--- src/rtl/div_ratio_meter.sv ---
// Measures the period and high time of an asynchronous clk_in in clk_ref cycles.
// Flags lock after LOCK_CNT equal periods and a sticky timeout when clk_in stalls.
module div_ratio_meter #(
  parameter int WIDTH       = 8,
  parameter int LOCK_CNT    = 4,
  parameter int SYNC_STAGES = 2
) (
  input  logic             clk_ref,
  input  logic             rst_n,
  input  logic             meas_en,
  input  logic             clk_in,
  output logic [WIDTH-1:0] ratio_out,
  output logic [WIDTH-1:0] high_out,
  output logic             ratio_valid,
  output logic             locked,
  output logic             timeout
);

  localparam int              MW        = $clog2(LOCK_CNT);
  localparam logic [WIDTH-1:0] CNT_MAX   = '1;
  localparam logic [WIDTH-1:0] CNT_ONE   = WIDTH'(1);
  localparam logic [MW-1:0]    MATCH_TOP = MW'(LOCK_CNT - 1);

  typedef enum logic [1:0] {
    IDLE = 2'd0,
    ARM  = 2'd1,
    MEAS = 2'd2
  } state_e;

  state_e                 state_q, state_d;
  logic [SYNC_STAGES-1:0] sync_q;
  logic                   lvl_q;
  logic                   rise_q;
  logic [WIDTH-1:0]       pcnt_q, pcnt_d;
  logic [WIDTH-1:0]       hcnt_q, hcnt_d;
  logic [WIDTH-1:0]       ratio_q, ratio_d;
  logic [WIDTH-1:0]       high_q, high_d;
  logic                   valid_q, valid_d;
  logic                   locked_q, locked_d;
  logic                   timeout_q, timeout_d;
  logic                   seeded_q, seeded_d;
  logic [MW-1:0]          match_q, match_d;
  logic [MW-1:0]          match_inc;

  // Synchronizer followed by a registered edge detect; lvl_q is the level aligned with rise_q.
  always_ff @(posedge clk_ref or negedge rst_n) begin
    if (!rst_n) begin
      sync_q <= '0;
      lvl_q  <= 1'b0;
      rise_q <= 1'b0;
    end else begin
      sync_q <= {sync_q[SYNC_STAGES-2:0], clk_in};
      lvl_q  <= sync_q[SYNC_STAGES-1];
      rise_q <= sync_q[SYNC_STAGES-1] & ~lvl_q;
    end
  end

  always_ff @(posedge clk_ref or negedge rst_n) begin
    if (!rst_n) begin
      state_q   <= IDLE;
      pcnt_q    <= '0;
      hcnt_q    <= '0;
      ratio_q   <= '0;
      high_q    <= '0;
      valid_q   <= 1'b0;
      locked_q  <= 1'b0;
      timeout_q <= 1'b0;
      seeded_q  <= 1'b0;
      match_q   <= '0;
    end else begin
      state_q   <= state_d;
      pcnt_q    <= pcnt_d;
      hcnt_q    <= hcnt_d;
      ratio_q   <= ratio_d;
      high_q    <= high_d;
      valid_q   <= valid_d;
      locked_q  <= locked_d;
      timeout_q <= timeout_d;
      seeded_q  <= seeded_d;
      match_q   <= match_d;
    end
  end

  always_comb begin
    state_d   = state_q;
    ratio_d   = ratio_q;
    high_d    = high_q;
    valid_d   = 1'b0;
    locked_d  = locked_q;
    timeout_d = timeout_q;
    seeded_d  = seeded_q;
    match_d   = match_q;
    match_inc = (match_q == MATCH_TOP) ? match_q : match_q + MW'(1);

    if (state_q == IDLE) begin
      pcnt_d = '0;
      hcnt_d = '0;
    end else if (rise_q) begin
      pcnt_d = CNT_ONE;
      hcnt_d = CNT_ONE;
    end else begin
      pcnt_d = (pcnt_q == CNT_MAX) ? pcnt_q : pcnt_q + CNT_ONE;
      hcnt_d = (lvl_q && (hcnt_q != CNT_MAX)) ? hcnt_q + CNT_ONE : hcnt_q;
    end

    // Disabling takes priority over any capture or timeout in the same cycle.
    if (!meas_en) begin
      state_d   = IDLE;
      timeout_d = 1'b0;
      locked_d  = 1'b0;
      match_d   = '0;
      seeded_d  = 1'b0;
    end else begin
      unique case (state_q)
        IDLE: begin
          state_d  = ARM;
          locked_d = 1'b0;
          match_d  = '0;
          seeded_d = 1'b0;
        end
        ARM: begin
          if (rise_q) state_d = MEAS;
        end
        MEAS: begin
          if (rise_q) begin
            ratio_d   = pcnt_q;
            high_d    = hcnt_q;
            valid_d   = 1'b1;
            timeout_d = 1'b0;
            seeded_d  = 1'b1;
            if (seeded_q && (pcnt_q == ratio_q)) begin
              match_d  = match_inc;
              locked_d = (match_inc == MATCH_TOP);
            end else begin
              match_d  = '0;
              locked_d = 1'b0;
            end
          end else if (pcnt_q == CNT_MAX - CNT_ONE) begin
            // The counter would saturate this cycle: the period is unmeasurable.
            timeout_d = 1'b1;
            locked_d  = 1'b0;
            match_d   = '0;
            seeded_d  = 1'b0;
            state_d   = ARM;
          end
        end
        default: state_d = IDLE;
      endcase
    end
  end

  assign ratio_out   = ratio_q;
  assign high_out    = high_q;
  assign ratio_valid = valid_q;
  assign locked      = locked_q;
  assign timeout     = timeout_q;

endmodule

--- config.mk ---
export PLATFORM = sky130hd
export DESIGN_NAME = div_ratio_meter
export DESIGN_NICKNAME = d
export VERILOG_FILES = /design/src/rtl/div_ratio_meter.sv
export SDC_FILE = /design/constraint.sdc
export NUM_CORES = 1
export LEC_CHECK = 0
export CAP_MARGIN = 20
export CORE_MARGIN = 2
export CORE_UTILIZATION = 55
export DETAILED_ROUTE_END_ITERATION = 6
export PLACE_DENSITY = 0.77
export RECOVER_POWER = 50
export SYNTH_ARGS = -nofsm -noshare
export SYNTH_HDL_FRONTEND = slang
export SYNTH_SLANG_ARGS = --single-unit
export TNS_END_PERCENT = 50
--- constraint.sdc ---
create_clock -name clk_ref -period 1.95 [get_ports clk_ref]
set_input_delay 0.195 -clock clk_ref [delete_from_list [all_inputs] [get_ports clk_ref]]
set_output_delay 0.195 -clock clk_ref [all_outputs]
set_load 0.03 [all_outputs]
==> results.sh <==
export IMPL_avgSynthCellArea_sq_um=11.4
export IMPL_synth_async_reset_ratio=1.00
export IMPL_grt_pass1_vias=1468
export IMPL_finClkSkew_ns=0.00553
export IMPL_rows=22
export IMPL_peakVddDrop_mv=0.475
export IMPL_nNetsFinal=214
export IMPL_final_setup_viol_count=0
export IMPL_netlist_area_sq_mm=0.00204
export IMPL_seq_area_frac_synth=0.541
export IMPL_drt_initial_drc_count=76
export IMPL_hold_depth=0
export IMPL_via_per_inst=5.68
export IMPL_detailed_place_hpwl_mm=2.63
export IMPL_antenna_found_initial=0
export IMPL_dieArea_sq_mm=0.00420
export IMPL_timing_fmax_mhz=594
export IMPL_status="complete, no violations"
export IMPL_drc_errors=0
export IMPL_maxSlewViolCount=0
export IMPL_cts_tree="built"
export IMPL_core_area_sq_mm=0.00361
export IMPL_grt_usage=0.215
export IMPL_htreeDepth=2
export IMPL_fp_dieH_um=64.8
export IMPL_final_cell_area_sq_mm=0.00241
export IMPL_wl_per_cell_um=14.9
export IMPL_antenna_cells=0
export IMPL_syn_nets=186
export IMPL_synth_edf_count=0
export IMPL_ys_warn_count=0
export IMPL_critical_path_max_fanout=8
export IMPL_cp_top_family="simple AND/OR/NAND/NOR gates"
export IMPL_reg2reg_from="hcnt_q[0]"
export IMPL_min_from="sync_q[0]"
export IMPL_grt_pass1_wl_mm=6.79
export IMPL_crit_buf_inv=1
export IMPL_gp_congestion=0.786
export IMPL_hold_violations=0
export IMPL_cts_root_buf="clkbuf_8"
export IMPL_period_minus_slack_ns=1.68
export IMPL_critPathKind="flop to flop"
export IMPL_whs_endpoint="sync_q[1]"
export IMPL_reg2reg_to="hcnt_q[5]"
export IMPL_fillers=296
export IMPL_drv_cap=0
export IMPL_port_buffers=22
export IMPL_drt_pre_antenna_iters=4
export IMPL_power_leakage_uw=0.00104
export IMPL_clk_pin_slew_ns=0.08
export IMPL_synthToLayoutAreaGrowth_pct=18.4
export IMPL_synth_area_top_cells="dfrtp_1, mux2_2, xnor2_1, nor2_1, o21ai_0"
export IMPL_worst_setup_path_start_kind="flop"
export IMPL_endpoint_kind="flop"
export IMPL_finalSetupTns_ns=0
export IMPL_crit_slowest_cell="or4_1"
export IMPL_synthDistinctLibCells=44
export IMPL_critPathMaxStageDelay_ns=0.49
export IMPL_clockBufferDepth=2
export IMPL_place_area_sq_mm=0.00231
export IMPL_hold_class="flop to flop"
export IMPL_grt_max_degree=45
export IMPL_crit_chain="ha_1, inv_1, o31ai_4, or4_1, a21oi_1"
export IMPL_syn_inst=179
export IMPL_synth_seq_cells=44
export IMPL_ios=23
export IMPL_r2r_slack_ns=0.27
export IMPL_yosys_area_top_type="dfrtp_1"
export IMPL_rsz0062_at_grt="false"
export IMPL_drive_gt1_frac=0.159
export IMPL_vias=1455
export IMPL_finalCritPeriodShare=0.863
export IMPL_clk_latency_ns=0.30
export IMPL_routed_wl_mm=3.81
export IMPL_maxSlewHeadroom=0.294
export IMPL_synth_flop_cell="dfrtp_1"
export IMPL_die_w_um=64.8
export IMPL_worstPathRequired_ns=2.17
export IMPL_numClockSinks=44
export IMPL_cts_made_buffers=5
export IMPL_power_density_mw_per_mm2=703
export IMPL_synth_top_area_share=0.541
export IMPL_grt_overflow=0
export IMPL_drtAntennaViolNets=0
export IMPL_ff2ff_path_depth=5
export IMPL_worst_pin_slew_ns=1.06
export IMPL_worstPathArrival_ns=1.90
export IMPL_start_util=0.565
## cell usage after synthesis, types with 2 or more instances
| cell type | n |
|---|---|
| nand2_1 | 12 |
| nand3_1 | 8 |
| nor2_1 | 14 |
| xor2_1 | 4 |
| dfrtp_1 | 44 |
| a21oi_1 | 8 |
| or4_1 | 2 |
| inv_1 | 6 |
| ha_1 | 3 |
| clkbuf_1 | 4 |
| o31ai_1 | 3 |
| o21ai_0 | 9 |
| xnor2_1 | 9 |
| mux2i_1 | 2 |
| or3_1 | 2 |
| nand4_1 | 2 |
| a31oi_1 | 4 |
| nor2b_1 | 3 |
| and3_1 | 2 |
| mux2_2 | 14 |
## sequential cells by signal, summed over array words and instances (netlist names)
| name | count |
|---|---|
| ratio_out | 8 |
| timeout | 1 |
| pcnt_q | 8 |
| high_out | 8 |
| hcnt_q | 8 |
| locked | 1 |
| state_q | 2 |
| rise_q | 1 |
| ratio_valid | 1 |
| lvl_q | 1 |
| sync_q | 2 |
| match_q | 2 |
| seeded_q | 1 |
## placed cells by master (no fill, tap or decap), types with 6 or more instances in the layout
| cell | synthesis | routed |
|---|---|---|
| nor2_1 | 14 | 14 |
| inv_1 | 6 | 6 |
| clkbuf_8 | 0 | 6 |
| nand2_1 | 12 | 12 |
| xnor2_1 | 9 | 9 |
| a21oi_1 | 8 | 8 |
| o21ai_0 | 9 | 9 |
| nand3_1 | 8 | 8 |
| mux2_2 | 14 | 14 |
| dfrtp_1 | 44 | 44 |
| clkdlybuf4s50_1 | 0 | 20 |
## what timing repair did
item                                   4_1_cts  5_1_grt
gates resized for setup                      0        0
setup buffers                                0        0
hold buffers                                 1        0
endpoints found under the hold margin       44        0
## cell families after synthesis
| group | share of synthesized area |
|---|---|
| simple gates | 0.154 |
| xor+xnor | 0.0559 |
| buf+inv | 0.0240 |
| fa+ha+maj | 0.0184 |
| compound gates | 0.120 |
| mux | 0.0873 |
| flops | 0.541 |
## power by group
group	internal, uW	switching (uW)	total (uW)
Combinational	56.2	78.3	135
Sequential	936	37.0	973
Clock	289	298	587
Total	1280	413	1690
## through the flow
step / utilization / instances / total power [uW] / hold slack, ns / setup WS (ns)
2_1_floorplan: - / 179 / 1060 / -0.101 / 0.455
3_3_place_gp: 0.642 / 247 / 1120 / 0.289 / 0.205
3_5_place_dp: 0.642 / 247 / 1130 / 0.311 / 0.134
4_1_cts: 0.669 / 256 / 1710 / 0.326 / 0.256
5_1_grt: 0.669 / 256 / 1770 / 0.379 / 0.177
6_report: 0.669 / 256 / 1690 / 0.365 / 0.268
## worst register-to-register path, cell delays in order (launching register included)
cell and delay, ns:
dfrtp_1 0.46, ha_1 0.25, inv_1 0.09, o31ai_4 0.13, or4_1 0.49, a21oi_1 0.18
## worst max path at each step
stage                    start         end  cells past startpoint
global placement       meas_en  match_q[1]                      6
floorplan           state_q[0]  match_q[1]                      6
CTS                  hcnt_q[0]   hcnt_q[5]                      5
finish               hcnt_q[0]   hcnt_q[5]                      5
global route        state_q[0]  match_q[0]                      6
detailed placement     meas_en  match_q[0]                      6
## metal layers
layer,part of all wire,routed length (um),vias up,track usage
li1,-,-,692,-
met1,0.42,1610,711,0.271
met2,0.51,1950,45,0.353
met3,0.045,173,7,0.0382
met4,0.020,76,0,0.112
met5,0,0,-,0
## layout make-up
class / instances / area, sq um / area share
timing repair buffer: 26 / 245 / 0.102
tap: 48 / 60.1 / 0.0249
inverter: 7 / 28.8 / 0.0119
clock buffer: 8 / 90.1 / 0.0374
sequential: 44 / 1100 / 0.457
multi-input combinational: 123 / 886 / 0.367
Power figures use the tool's default switching activity.
